**src/rtl/arm_pkg.sv**
```systemverilog
// Shared encodings for the fetch/sequencing stage and the downstream ALU stage.
package arm_pkg;

   // One-hot cycle state; all-zero marks a halted core.
   typedef enum logic [2:0] {
      ST_HALT  = 3'b000,
      ST_FETCH = 3'b001,
      ST_EXEC1 = 3'b010,
      ST_EXEC2 = 3'b100
   } state_e;

   localparam logic [3:0] OPC_LDR  = 4'b1110;
   localparam logic [3:0] OPC_JMP  = 4'b0100;
   localparam logic [3:0] OPC_JZ   = 4'b0101;
   localparam logic [3:0] OPC_HALT = 4'b0111;

   // Jump target: 12-bit immediate zero-extended into the 16-bit address space.
   function automatic logic [15:0] jmp_target(input logic [15:0] ins);
      return {4'b0000, ins[11:0]};
   endfunction

endpackage

```
**src/rtl/arm_fetch_ctrl_if.sv**
```systemverilog
// Instruction-memory fetch bus: address/request out, data/valid back.
interface arm_fetch_ctrl_if;
   logic [15:0] imem_addr;
   logic        imem_rd;
   logic [15:0] imem_data;
   logic        imem_valid;

   modport master (output imem_addr, output imem_rd,
                   input  imem_data, input  imem_valid);
   modport slave  (input  imem_addr, input  imem_rd,
                   output imem_data, output imem_valid);
endinterface

```
**src/rtl/arm_pc_reg.sv**
```systemverilog
// Program counter: increment on fetch (wraps mod 2^16) or load a jump target.
module arm_pc_reg #(
   parameter logic [15:0] RESET_PC = 16'h0000
) (
   input  logic        clk,
   input  logic        rst_n,
   input  logic        inc_en,
   input  logic        ld_en,
   input  logic [15:0] ld_val,
   output logic [15:0] pc
);
   logic [15:0] pc_q, pc_d;

   // Next-pc mux: a jump load wins over increment (they never coincide).
   always_comb begin
      pc_d = pc_q;
      if (ld_en)       pc_d = ld_val;
      else if (inc_en) pc_d = pc_q + 16'd1;
   end

   // PC register.
   always_ff @(posedge clk or negedge rst_n) begin
      if (!rst_n) pc_q <= RESET_PC;
      else        pc_q <= pc_d;
   end

   assign pc = pc_q;
endmodule

```
**src/rtl/arm_fetch_ctrl.sv**
```systemverilog
// Fetch and sequencing stage: owns IR, cycle state, zero flag and halt.
module arm_fetch_ctrl
   import arm_pkg::*;
#(
   parameter logic [15:0] RESET_PC = 16'h0000,
   parameter logic [3:0]  HALT_OPC = OPC_HALT
) (
   input  logic                    clk,
   input  logic                    rst_n,
   arm_fetch_ctrl_if.master        imem,
   input  logic [15:0]             alu_d_out,
   input  logic                    alu_wen,
   output logic [15:0]             inst,
   output logic [2:0]              state,
   output logic [15:0]             pc,
   output logic                    zero_flag,
   output logic                    halted
);
   state_e      state_q;
   logic [15:0] inst_q;
   logic        zero_q;
   logic        halted_q;
   logic [3:0]  opc;
   logic        pc_inc, pc_ld;

   assign opc = inst_q[15:12];

   // PC control: bump on an accepted fetch, load on JMP or a taken JZ.
   always_comb begin
      pc_inc = (state_q == ST_FETCH) && imem.imem_valid;
      pc_ld  = (state_q == ST_EXEC1) &&
               ((opc == OPC_JMP) || ((opc == OPC_JZ) && zero_q));
   end

   arm_pc_reg #(.RESET_PC(RESET_PC)) u_pc (
      .clk    (clk),
      .rst_n  (rst_n),
      .inc_en (pc_inc),
      .ld_en  (pc_ld),
      .ld_val (jmp_target(inst_q)),
      .pc     (pc)
   );

   // Sequencer FSM with instruction register, zero flag and halt latch.
   always_ff @(posedge clk or negedge rst_n) begin
      if (!rst_n) begin
         state_q  <= ST_FETCH;
         inst_q   <= 16'h0000;
         zero_q   <= 1'b0;
         halted_q <= 1'b0;
      end else begin
         case (state_q)
            ST_FETCH: begin
               if (imem.imem_valid) begin
                  inst_q  <= imem.imem_data;
                  state_q <= ST_EXEC1;
               end
            end
            ST_EXEC1: begin
               // JZ reads the flag, so it must never overwrite it.
               if (alu_wen && (opc != OPC_JZ))
                  zero_q <= (alu_d_out == 16'h0000);
               if (opc == OPC_LDR)
                  state_q <= ST_EXEC2;
               else if ((opc == OPC_JMP) || (opc == OPC_JZ))
                  state_q <= ST_FETCH;
               else if (opc == HALT_OPC) begin
                  state_q  <= ST_HALT;
                  halted_q <= 1'b1;
               end else
                  state_q <= ST_FETCH;
            end
            ST_EXEC2: state_q <= ST_FETCH;
            ST_HALT:  state_q <= ST_HALT;
            default:  state_q <= ST_FETCH;
         endcase
      end
   end

   assign state          = state_q;
   assign inst           = inst_q;
   assign zero_flag      = zero_q;
   assign halted         = halted_q;
   assign imem.imem_rd   = (state_q == ST_FETCH);
   assign imem.imem_addr = pc;
endmodule

```
**src/flat_wrapper.sv**
```systemverilog
// flat-port wrapper written by rule: the top's interface ports become plain ports
module arm_fetch_ctrl_flat import arm_pkg::*;
#(
   parameter logic [15:0] RESET_PC = 16'h0000,
   parameter logic [3:0]  HALT_OPC = OPC_HALT
)
  (clk, rst_n, alu_d_out, alu_wen, inst, state, pc, zero_flag, halted, imem_imem_addr, imem_imem_rd, imem_imem_data, imem_imem_valid);
  arm_fetch_ctrl_if imem_i ();
  input  logic clk;
  input  logic rst_n;
  input  logic [15:0] alu_d_out;
  input  logic alu_wen;
  output logic [15:0] inst;
  output logic [2:0] state;
  output logic [15:0] pc;
  output logic zero_flag;
  output logic halted;
  output wire logic [$bits(imem_i.imem_addr)-1:0] imem_imem_addr;
  output wire logic [$bits(imem_i.imem_rd)-1:0] imem_imem_rd;
  input wire logic [$bits(imem_i.imem_data)-1:0] imem_imem_data;
  input wire logic [$bits(imem_i.imem_valid)-1:0] imem_imem_valid;
  assign imem_imem_addr = imem_i.imem_addr;
  assign imem_imem_rd = imem_i.imem_rd;
  assign imem_i.imem_data = imem_imem_data;
  assign imem_i.imem_valid = imem_imem_valid;
  arm_fetch_ctrl #(.RESET_PC(RESET_PC), .HALT_OPC(HALT_OPC)) u_core (.clk(clk), .rst_n(rst_n), .imem(imem_i), .alu_d_out(alu_d_out), .alu_wen(alu_wen), .inst(inst), .state(state), .pc(pc), .zero_flag(zero_flag), .halted(halted));
endmodule
```
**config.mk**
```make
export PLATFORM = sky130hd
export DESIGN_NAME = arm_fetch_ctrl_flat
export DESIGN_NICKNAME = d
export VERILOG_FILES = /design/src/rtl/arm_pkg.sv /design/src/rtl/arm_fetch_ctrl_if.sv /design/src/rtl/arm_pc_reg.sv /design/src/rtl/arm_fetch_ctrl.sv /design/src/flat_wrapper.sv
export SDC_FILE = /design/constraint.sdc
export NUM_CORES = 1
export LEC_CHECK = 0
export ABC_CLOCK_PERIOD_IN_PS = 4200
export CAP_MARGIN = 25
export CORE_MARGIN = 3
export CORE_UTILIZATION = 44
export CTS_CLUSTER_DIAMETER = 120
export CTS_CLUSTER_SIZE = 30
export DETAILED_ROUTE_END_ITERATION = 6
export GPL_TIMING_DRIVEN = 0
export PLACE_DENSITY = 0.92
export SLEW_MARGIN = 20
export SYNTH_ARGS = -nofsm -noshare
export SYNTH_HDL_FRONTEND = slang
export SYNTH_SLANG_ARGS = --single-unit
```
**constraint.sdc**
```tcl
create_clock -name clk -period 4.2 [get_ports clk]
set_clock_uncertainty 0.05 [all_clocks]
set_input_delay 1.26 -clock clk [delete_from_list [all_inputs] [get_ports clk]]
set_output_delay 1.26 -clock clk [all_outputs]
set_load 0.02 [all_outputs]
```
**Yosys cells after proc, flatten, opt, wreduce, memory -nomap -nowiden**

Cells that the tools add are included.

- Flip-flop bits (word level): 37
- Input bits: 36

- Bitwise operators: 2
- $add $sub $neg: 1
- Reductions and logical operators: 12
- Eq/ne operators: 8
- Mux-type cells: 7

Operators with widths:

| operator | count |
|---|---|
| $mux W16 | 2 |
| $add A16 B1 Y16 const B | 1 |
| $logic_not A16 Y1 | 1 |
| $eq A4 B3 Y1 const B | 3 |
| $mux W3 | 3 |
| $pmux W3 S3 | 1 |
| $eq A4 B4 Y1 const B | 1 |
| $logic_and A1 B1 Y1 | 4 |
| $ne A4 B3 Y1 const B | 1 |
| $reduce_and A2 Y1 | 2 |
| $reduce_and A4 Y1 | 1 |
| $eq A3 B1 Y1 const B | 1 |
| $eq A3 B2 Y1 const B | 1 |
| $logic_not A3 Y1 | 1 |
| $logic_or A1 B1 Y1 | 2 |
| $ne A2 B1 Y1 const B | 1 |
| $not A1 Y1 | 2 |
| $reduce_bool A2 Y1 | 1 |
| $mux W1 | 1 |

**Longest topological paths before layout**

- Word-level depth: 5
- Gate-level depth with buffers: 7
- Depth with buffers taken out: 5

**By module**

Synthesis repeated with hierarchy kept, for this count alone.

- Cells, all modules: 179
- Area total of the unflattened synthesis: 2009.4 µm²

Modules (own cells, without submodules):

| module | area an instance (µm²) | seq. area each (µm²) | cells an instance | instances |
|---|---|---|---|---|
| arm_fetch_ctrl | 1066.0 | 526.8 | 80 | 1 |
| arm_pc_reg | 943.4 | 400.4 | 99 | 1 |

**Worst setup path after synthesis**

No wires, ideal clock.

- Kind: register -> output
- Start: reg u_core.state_q[0], in the netlist u_core.state[0]
- End: out imem_imem_rd
- Slack: 1.741 ns
- Arrival time: 1.149 ns
- Stages on the path, launching flop included: 2
- Data required time: 2.890 ns
- Cell sequence: dfstp_2 -> nor3b_1

- Word-level cells in the longest chain between the ends: 1

Ends and longest elaborated chain:

| what | line | text |
|---|---|---|
| start: declaration | arm_fetch_ctrl.sv:19 | `state_e state_q;` |
| start signal: assignment | arm_fetch_ctrl.sv:47 | `state_q <= ST_FETCH;` |
| start signal: assignment | arm_fetch_ctrl.sv:56 | `state_q <= ST_EXEC1;` |
| start signal: assignment | arm_fetch_ctrl.sv:64 | `state_q <= ST_EXEC2;` |
| $eq A3 B1 Y1 | arm_fetch_ctrl.sv:84 | `assign imem.imem_rd = (state_q == ST_FETCH);` |
| end: declaration | flat_wrapper.sv:19 | `output wire logic [$bits(imem_i.imem_rd)-1:0] imem_imem_rd;` |

Every way passes these cells.

**Worst setup path in the final report**

Ends and elaborated chain as after synthesis.

==> out/metrics.csv <==
metric,value,unit
total negative slack,0,ns
initial antenna violation count,0,
grt ovf,0,
wire length per cell,15.1,µm
CTS Buf Count,5,
worst-path fanout max,5,
Clock Pin Slew Worst Setup and Hold Paths,0.07,ns
DRC Markers,0,
met2 usage,39.3,%
CP startpoint kind,register,
Critical Path Sink Type,output port,
Synth async-reset ratio,100,%
Post-synth EDFFs,0,
largest net degree at the start of global routing,22,
Routed Antenna Nets,0,
synthesis warning total,0,
via count,1896,
Netlist Area Pre-Place,0.00192,mm²
"Slowest-stage cell, CP",clkdlybuf4s50_1,
most numerous cell in the Yosys netlist,nand2_1,
first-pass GRT wire length,8850,µm
final hold violations,0,
PostCTS Resize Cnt,0,
initial core utilization,46.7,%
layout cells sized above 1,12.4,%
worst-skew pair later-pin latency,0.29,ns
Yosys top cell by area,dfrtp_1,
HPWL after DPL,4150,µm
final setup fails,0,
status,"complete, no violations",
DIE WIDTH,72.1,µm
top area cells in the synthesized netlist,"dfrtp_1 47%, nand2_1 11%, buf_4 6.6%, nand3_1 2.6%, o21ai_0 2.3%",
IO buf count,89,
PD cells,649,mW/mm²
fill cell count,322,
worst slew pin tran,0.506,ns
"Slew Viols, Final",0,
Max Freq,338,MHz
syn nets,247,
DRT Pass-1 Iters,5,
Slew HR,66.3,%
Placed Cells,350,
Synth top cells by count,"58 x nand2_1, 36 x dfrtp_1, 17 x buf_4, 10 x nand3_1, 9 x o21ai_0",
Rows,23,
RSZ-0062 raised after global routing,no,
crit path to,imem_imem_rd,
Final period util,70.5,%
crit path from,u_core.state[0],
Tot GR Track Use,21.9,%
reg2reg setup slack,2.20,ns
RD Place Congestion,0.866,
die area,0.00520,mm²
GR Layer Usage met1,25.0,%
Yosys top cell area share,46.8,%
area delta synth->final,55.2,%
post-layout min period,2.96,ns
Hold Crit Class,reg -> reg,
clk root buf,clkbuf_8,
register area share after synthesis,48.2,%
CTS H-tree lvls,2,
Reg2Reg Depth,6,
met3 global-route usage,4.99,%
Synth Instances,210,
distinct cell type count after synthesis,43,
Starting DRT DRC Count,195,
crit-path cells,nor3b_1 > clkdlybuf4s50_1,
Sequential Area,927,µm²
Max Root-Sink Buffers,2,
"Core Util, Final",72.5,%
CTS sink cnt,37,
Post-CTS Setup Inserts,0,
Reg-to-Reg End,u_core.u_pc.pc[7],
"Most Used Layer, Global Route",met2,
critical path depth in cells,2,
Via density,5.31,
drt total wl,5390,µm
Crit path buffers/inverters,1,
vias in the first global route,1914,
Ports,90,
total of max-cap violations,0,
Final #Nets,344,
hold_buf cts,0,
Die Y-Extent,72.1,µm
Core Box Area,0.00412,mm²
Finished Layout Cells,357,
#FFs+latches synth,37,
Crit path max-delay family,buffers and inverters,
worst path arrival time,1.65,ns
peak supply drop,0.481,mV
critical path data required time,2.89,ns
Static Leakage,1.31,nW
"slowest stage delay, CP",0.63,ns
ANT cells,0,
area occupied by multi-input gates,792,µm²
CTS tree,yes,
Crit Path Category,reg -> out,
most used flip-flop cell after synthesis,dfrtp_1,
r2r startpoint,u_core.state[1],
syn avg cell area,9.16,µm²
-- worst register-to-register path, stage by stage, from the launching register on --
cell	delay, ns
dfrtp_1	0.42
or3b_4	0.43
nor4_1	0.34
buf_4	0.26
buf_2	0.24
nand2_1	0.08
o211ai_1	0.09
-- report_power, final --
group,total [mW],internal [mW],switching (mW)
Combinational,1.02,0.515,0.507
Clock,0.249,0.130,0.119
Sequential,0.667,0.494,0.173
Total,1.94,1.14,0.799
-- stage by stage --
step / power [mW] / hold WS (ns) / cell area (µm²) / setup WS (ns)
final: 1.94 / 0.456 / 2990 / 1.24
after global routing: 2.05 / 0.488 / 2990 / 1.18
after CTS: 1.95 / 0.460 / 2990 / 1.22
after detailed placement: 1.70 / 0.443 / 2900 / 1.10
after global placement: 1.66 / 0.415 / 2880 / 1.07
after floorplan: 1.18 / 0.521 / 1920 / 1.74
-- metal layers --
metal	share of wire (%)	wire length (µm)
met3	6.5	350
met4	1.4	73
met5	0	0
met2	54	2900
met1	38	2070
-- flip-flops by register name, indices dropped and copies added, names as in the netlist --
name,cells
u_core.halted,1
u_core.zero_flag,1
u_core.state,3
u_core.u_pc.pc,16
u_core.inst,16
-- kinds of logic after synthesis --
kind of cell               after synthesis  share of synthesized area [%]
buffers and inverters                   32                           10.6
xor gates and xnor gates                 5                           2.28
adders and majority gates                1                          0.651
and+or+nand+nor                        103                           25.8
AOI/OAI and AO/OA                       30                           11.4
DFF                                     37                           48.2
muxes                                    2                           1.11
-- cell type report --
| cell class | count | area share (%) |
|---|---|---|
| Tap cell | 50 | 2.10 |
| Clock buffer | 7 | 2.89 |
| Sequential cell | 37 | 31.1 |
| Buffer | 26 | 6.08 |
| Inverter | 6 | 0.754 |
| Timing Repair Buffer | 90 | 30.6 |
| Multi-Input combinational cell | 141 | 26.5 |
-- worst min path at each step --
| stage | startpoint | to | cells past startpoint | slack, ns |
|---|---|---|---|---|
| after detailed placement | u_core.inst[3] | u_core.inst[3] | 2 | 0.44 |
| after floorplan | u_core.halted | u_core.halted | 2 | 0.52 |
| final | u_core.inst[3] | u_core.inst[3] | 2 | 0.46 |
| after global placement | u_core.halted | u_core.halted | 2 | 0.42 |
| after CTS | u_core.inst[3] | u_core.inst[3] | 2 | 0.46 |
| after global routing | u_core.inst[7] | u_core.inst[7] | 2 | 0.49 |
-- layout by cell type, fill, tap and decap left out, types with 2 or more instances in the layout --
master	netlist	routed
nor2_1	5	5
nand2_1	58	58
xor2_1	2	2
buf_4	17	17
o211ai_1	3	3
and3_1	2	2
nor4_1	7	7
inv_1	6	6
clkbuf_8	0	6
or3_1	2	2
a21oi_1	4	4
buf_2	3	4
clkdlybuf4s50_1	0	88
nand3_1	10	10
nor3_1	2	2
clkbuf_1	3	4
a22oi_1	4	4
xnor2_1	3	3
or4_1	3	3
buf_6	2	2
nand4_1	6	6
o31ai_1	2	2
dfrtp_1	36	36
o21ai_0	9	9
No activity file was read; power rests on OpenSTA's default activity.
